**config.mk**
```make
export PLATFORM = sky130hd
export DESIGN_NAME = fetch_queue
export DESIGN_NICKNAME = d
export VERILOG_FILES = /design/src/rtl/fetch_pkg.sv /design/src/rtl/fetch_queue_mem.sv /design/src/rtl/fetch_queue.sv
export SDC_FILE = /design/constraint.sdc
export NUM_CORES = 1
export LEC_CHECK = 0
export ABC_AREA = 1
export CORE_MARGIN = 8
export CORE_UTILIZATION = 51
export DETAILED_ROUTE_END_ITERATION = 8
export GPL_ROUTABILITY_DRIVEN = 0
export GPL_TIMING_DRIVEN = 0
export HOLD_SLACK_MARGIN = 0.05
export PLACE_DENSITY = 0.77
export SETUP_SLACK_MARGIN = 0.1
export SLEW_MARGIN = 20
export SYNTH_ARGS = -nofsm -noshare
export SYNTH_HDL_FRONTEND = slang
export SYNTH_SLANG_ARGS = --single-unit
```
**constraint.sdc**
```tcl
create_clock -name clk -period 8.1 [get_ports clk]
set_input_delay 0.81 -clock clk [delete_from_list [all_inputs] [get_ports clk]]
set_output_delay 0.81 -clock clk [all_outputs]
set_load 0.01 [all_outputs]
```
**src/rtl/fetch_pkg.sv**
```systemverilog
// Shared types for the fetch queue: queue entry layout, default word width, pointer-width helper.
// Used by fetch_queue and fetch_queue_mem; no state of its own.
package fetch_pkg;

   localparam int FQ_XLEN = 32;

   typedef struct packed {
      logic [FQ_XLEN-1:0] pc;
      logic [FQ_XLEN-1:0] inst;
      logic               pred_taken;
      logic [FQ_XLEN-1:0] pred_target;
   } fq_entry_t;

   function automatic int ptr_w(input int depth);
      return (depth > 1) ? $clog2(depth) : 1;
   endfunction

endpackage

```
**src/rtl/fetch_queue_mem.sv**
```systemverilog
// Entry storage for fetch_queue: one write port, asynchronous read port, clear on reset.
// The write takes effect at the clock edge and the read is combinational; there is no backpressure.
module fetch_queue_mem
   import fetch_pkg::*;
#(
   parameter int DEPTH = 4,
   parameter int AW    = ptr_w(DEPTH)
) (
   input  logic            clk,
   input  logic            rst,
   input  logic            i_we,
   input  logic [AW-1:0]   i_waddr,
   input  fq_entry_t       i_wdat,
   input  logic [AW-1:0]   i_raddr,
   output fq_entry_t       o_rdat
);

   fq_entry_t r_mem [DEPTH];

   always_ff @(posedge clk) begin
      if (!rst) begin
         for (int i = 0; i < DEPTH; i++) begin
            r_mem[i] <= '0;
         end
      end else if (i_we) begin
         r_mem[i_waddr] <= i_wdat;
      end
   end

   assign o_rdat = r_mem[i_raddr];

endmodule

```
**src/rtl/fetch_queue.sv**
```systemverilog
// Fetch-to-decode instruction queue: 1-cycle enq->deq latency (0 on an empty queue with FETCH_QUEUE_BYPASS_EN).
// Backpressure: enq_ready drops when full or flushing; flush empties the queue in one cycle.
module fetch_queue
   import fetch_pkg::*;
#(
   parameter int DEPTH     = 4,
   parameter int XLEN      = FQ_XLEN,
   parameter int AFULL_LVL = DEPTH - 1
) (
   input  logic                       clk,
   input  logic                       rst,
   input  logic                       flush,
   input  logic                       enq_valid,
   output logic                       enq_ready,
   input  logic [XLEN-1:0]            enq_pc,
   input  logic [XLEN-1:0]            enq_inst,
   input  logic                       enq_pred_taken,
   input  logic [XLEN-1:0]            enq_pred_target,
   output logic                       deq_valid,
   input  logic                       deq_ready,
   output logic [XLEN-1:0]            deq_pc,
   output logic [XLEN-1:0]            deq_inst,
   output logic                       deq_pred_taken,
   output logic [XLEN-1:0]            deq_pred_target,
   output logic [$clog2(DEPTH+1)-1:0] count,
   output logic                       almost_full
);

   localparam int PW = ptr_w(DEPTH);
   localparam int CW = $clog2(DEPTH+1);
   localparam logic [CW-1:0] AFULL_CNT = CW'(AFULL_LVL);

   logic [PW:0]   r_wp;
   logic [PW:0]   r_rp;
   logic [CW-1:0] r_count;

   logic      w_full;
   logic      w_empty;
   logic      w_active;
   logic      w_byp;
   logic      w_enq_fire;
   logic      w_deq_fire;
   logic      w_push;
   logic      w_pop;
   fq_entry_t w_enq_ent;
   fq_entry_t w_mem_ent;
   fq_entry_t w_head;

   assign w_full   = (r_wp[PW] != r_rp[PW]) && (r_wp[PW-1:0] == r_rp[PW-1:0]);
   assign w_empty  = (r_wp == r_rp);
   assign w_active = rst && !flush;

`ifdef FETCH_QUEUE_BYPASS_EN
   assign w_byp = w_empty && w_active;
`else
   assign w_byp = 1'b0;
`endif

   assign w_enq_ent.pc          = enq_pc;
   assign w_enq_ent.inst        = enq_inst;
   assign w_enq_ent.pred_taken  = enq_pred_taken;
   assign w_enq_ent.pred_target = enq_pred_target;

   assign enq_ready  = !w_full && w_active;
   assign deq_valid  = w_byp ? enq_valid : (!w_empty && w_active);
   assign w_head     = w_byp ? w_enq_ent : w_mem_ent;
   assign w_enq_fire = enq_valid && enq_ready;
   assign w_deq_fire = deq_valid && deq_ready;

   // A bypassed entry consumed in the same cycle never touches storage or pointers.
   assign w_push = w_enq_fire && !(w_byp && deq_ready);
   assign w_pop  = w_deq_fire && !w_byp;

   fetch_queue_mem #(
      .DEPTH (DEPTH),
      .AW    (PW)
   ) u_mem (
      .clk     (clk),
      .rst     (rst),
      .i_we    (w_push),
      .i_waddr (r_wp[PW-1:0]),
      .i_wdat  (w_enq_ent),
      .i_raddr (r_rp[PW-1:0]),
      .o_rdat  (w_mem_ent)
   );

   always_ff @(posedge clk) begin
      if (!rst || flush) begin
         r_wp    <= '0;
         r_rp    <= '0;
         r_count <= '0;
      end else begin
         if (w_push) r_wp <= r_wp + 1'b1;
         if (w_pop)  r_rp <= r_rp + 1'b1;
         r_count <= r_count + CW'(w_push) - CW'(w_pop);
      end
   end

   assign deq_pc          = w_head.pc;
   assign deq_inst        = w_head.inst;
   assign deq_pred_taken  = w_head.pred_taken;
   assign deq_pred_target = w_head.pred_target;
   assign count           = r_count;
   assign almost_full     = (r_count >= AFULL_CNT);

endmodule

```
==> out/qor.txt <==
Setup violators final: 0
Antenna violations before repair: 0
Max-slew headroom: 51.0%
Register bit total from synthesis: 399
Num ports: 205
CTS buffer count: 40
CTS tree: done
Yosys warnings: 0
Synthesized area: 17300 um2
Cell Chain, Critical Path: inv_1, clkbuf_1, clkbuf_1, o21ai_0, o22ai_1, clkdlybuf4s50_1
Status: finished clean
Multi-input gate area: 4520 um2
Reg2reg path depth: 9
Hold Crit Class: reg -> reg
Pre-Repair DR Iteration Count: 5
Drt wl/cell: 21.1 um
Die span in x: 200 um
Skew final: 21.5 ps
Core Region: 33500 um2
Most used cell, CP: clkbuf_1
Hold buffers post-CTS: 0
First-pass GRT wire length: 75.6 mm
Final period utilization: 50.8%
Worst path slowest cell: clkdlybuf4s50_1
Final Power: 0.00453 W
Crit-path max FO: 10
Placed Cells: 2255
CP Data Required Time: 7290 ps
Lkg Pwr: 8.02 nW
Hold Crit Start: r_wp[1]$_SDFFE_PP0P_
Post-Syn Instances: 1583
DP HPWL: 33.3 mm
Worst r2r src: r_wp[0]$_SDFFE_PP0P_
Worst flop-to-flop path endpoint: u_mem.r_mem[3][63]$_DFFE_PP_
Routed Antenna Nets: 0
Post-CTS sizing: 0
P&R area growth vs syn: 25.3%
Total number of vias: 13600
N_diodes: 0
Yosys top cell by area: edfxtp_1
Setup TNS: 0 ps
WL final: 49.1 mm
CP top delay family: buffers and inverters
Register area share after synthesis: 68.4%
Largest net degree at the start of global routing: 27
Slowest Stage Delay on Critical Path: 600 ps
Initial Utilization: 51.7%
CP endpoint kind: primary output
Worst Path Arrival: 3300 ps
Fillers: 2532
PortBufs: 204
Max-cap violations: 0
Die Y: 200 um
Critical Path Start Type: flop
Post-synth cell types: 22
Most common cell after layout, fill and taps aside: edfxtp_1
Slew @ Worst Pin: 733 ps
Post-synth top area share: 67.2%
Global route overflow: 0
Root buf cell: clkbuf_16
R2R setup slack: 4680 ps
# H-tree levels: 2
Vias in the first global route: 13800
Final net count: 1956
Via density per instance: 5.83
Minimum clock period: 4110 ps
Peak VDD IR: 0.144 mV
Final Max Tran Viols: 0
Core Rows: 67
All-layer global routing usage: 23.4%
Clock Path Buffers: 3
Post-Layout Cell Count: 2329
Worst-Skew Late Latency: 540 ps
Die footprint: 40200 um2
Buffers & Inverters on Critical Path: 4
Initial DRC Count: 1312
WS Path Type: reg -> out
Number of clock sinks: 399
Pwr Density: 209 nW/um2
Hold endpoint: r_wp[1]$_SDFFE_PP0P_
Largest cells by area after synthesis: edfxtp_1 67%, nor3_1 8.4%, nor2_1 6.4%
Number of remaining DRC errors: 0
F_max: 243 MHz
Share of cells above drive strength 1: 6.75%
Net Count, Synth: 1690
Hold Crit Depth: 2
Final hold viol count: 0
Mean Syn Cell Area: 11.0 um2
Sequential cell area: 11900 um2
Post-CTS setup-driven buffer insertion count: 0
Clock edge transition at the registers on the reported setup and hold paths: 60 ps
Commonest non-fill, non-tap cells in the layout: 388 x edfxtp_1, 296 x nor2_1, 291 x nor3_1
RSZ-0062 raised after global routing: false
==> worst max-delay path by stage <==
stage	to	depth (start not counted)
after global placement	u_mem.r_mem[0][41]$_SDFFCE_PN0P_	6
after detailed placement	u_mem.r_mem[3][84]$_DFFE_PP_	11
final	deq_pc[28]	6
after floorplan	u_mem.r_mem[0][0]$_SDFFCE_PN0P_	5
after CTS	deq_pc[27]	6
after global routing	deq_pc[28]	6
==> cell usage after synthesis <==
cell and count:
edfxtp_1 388, nor2_1 297, nor3_1 291, o21ai_0 198, inv_1 112, o22ai_1 97
clkbuf_1 92, buf_2 44, nand2_1 22, dfxtp_1 11, nand3_1 9, ha_1 4
nand4_1 4, a21oi_1 3, inv_2 2, xnor2_1 2, xor2_1 2, buf_1 1
fa_1 1, nand3_2 1, nand4_4 1, nor2_2 1
==> layout make-up <==
cell class | count | area share [%]
inverter | 114 | 1.97
clock inverter | 23 | 0.725
timing repair buffer | 224 | 11.7
buffer | 137 | 2.62
clock buffer | 51 | 4.98
sequential | 399 | 54.6
multi-input combinational | 933 | 20.8
tap | 448 | 2.58
==> state kept, by name, indices dropped and copies added, names as in the netlist, named ones only <==
name	cells
count	3
u_mem.r_mem	388
r_rp	3
r_wp	3
==> kinds of logic after synthesis <==
group,count (synthesis),synth area share [%]
adders and majority gates,5,0.404
xor gates and xnor gates,4,0.202
buffers and inverters,251,5.75
AOI/OAI and AO/OA,298,9.30
and+or+nand+nor,626,15.9
DFF,399,68.4
==> per-stage QoR <==
stage	cell area [um2]	worst slack, ps	utilization, %	hold WS (ps)
final	21700	3990	64.8	520
after global placement	20000	-6140	59.5	497
after floorplan	17300	-709	-	484
after CTS	21700	3980	64.8	514
after detailed placement	20500	3910	61.1	505
after global routing	21700	3850	64.8	558
==> per-layer routing <==
metal  part of all wire [%]  up-vias  track usage (%)  wire length (um)
li1                       -     6217                -                 -
met1                     40     6519             30.5             19400
met2                     48      739             39.1             23500
met3                    9.8       99             4.99              4790
met4                    2.8        0             7.12              1370
met5                      0        -                0                 0
==> power by group <==
| part | internal, W | leakage, nW | total (W) | switching [W] |
|---|---|---|---|---|
| sequential | 0.00236 | 4.12 | 0.00239 | 0.0000245 |
| combinational | 0.000163 | 3.29 | 0.000378 | 0.000215 |
| clock | 0.00101 | 0.613 | 0.00177 | 0.000761 |
| total | 0.00353 | 8.02 | 0.00453 | 0.00100 |
==> tightest hold or removal path: stages, from the launching register on <==
cell and delay, ps:
dfxtp_1 340, nand3_1 90, nand2_1 40
Note: power is estimated with default switching activity, not from simulation.
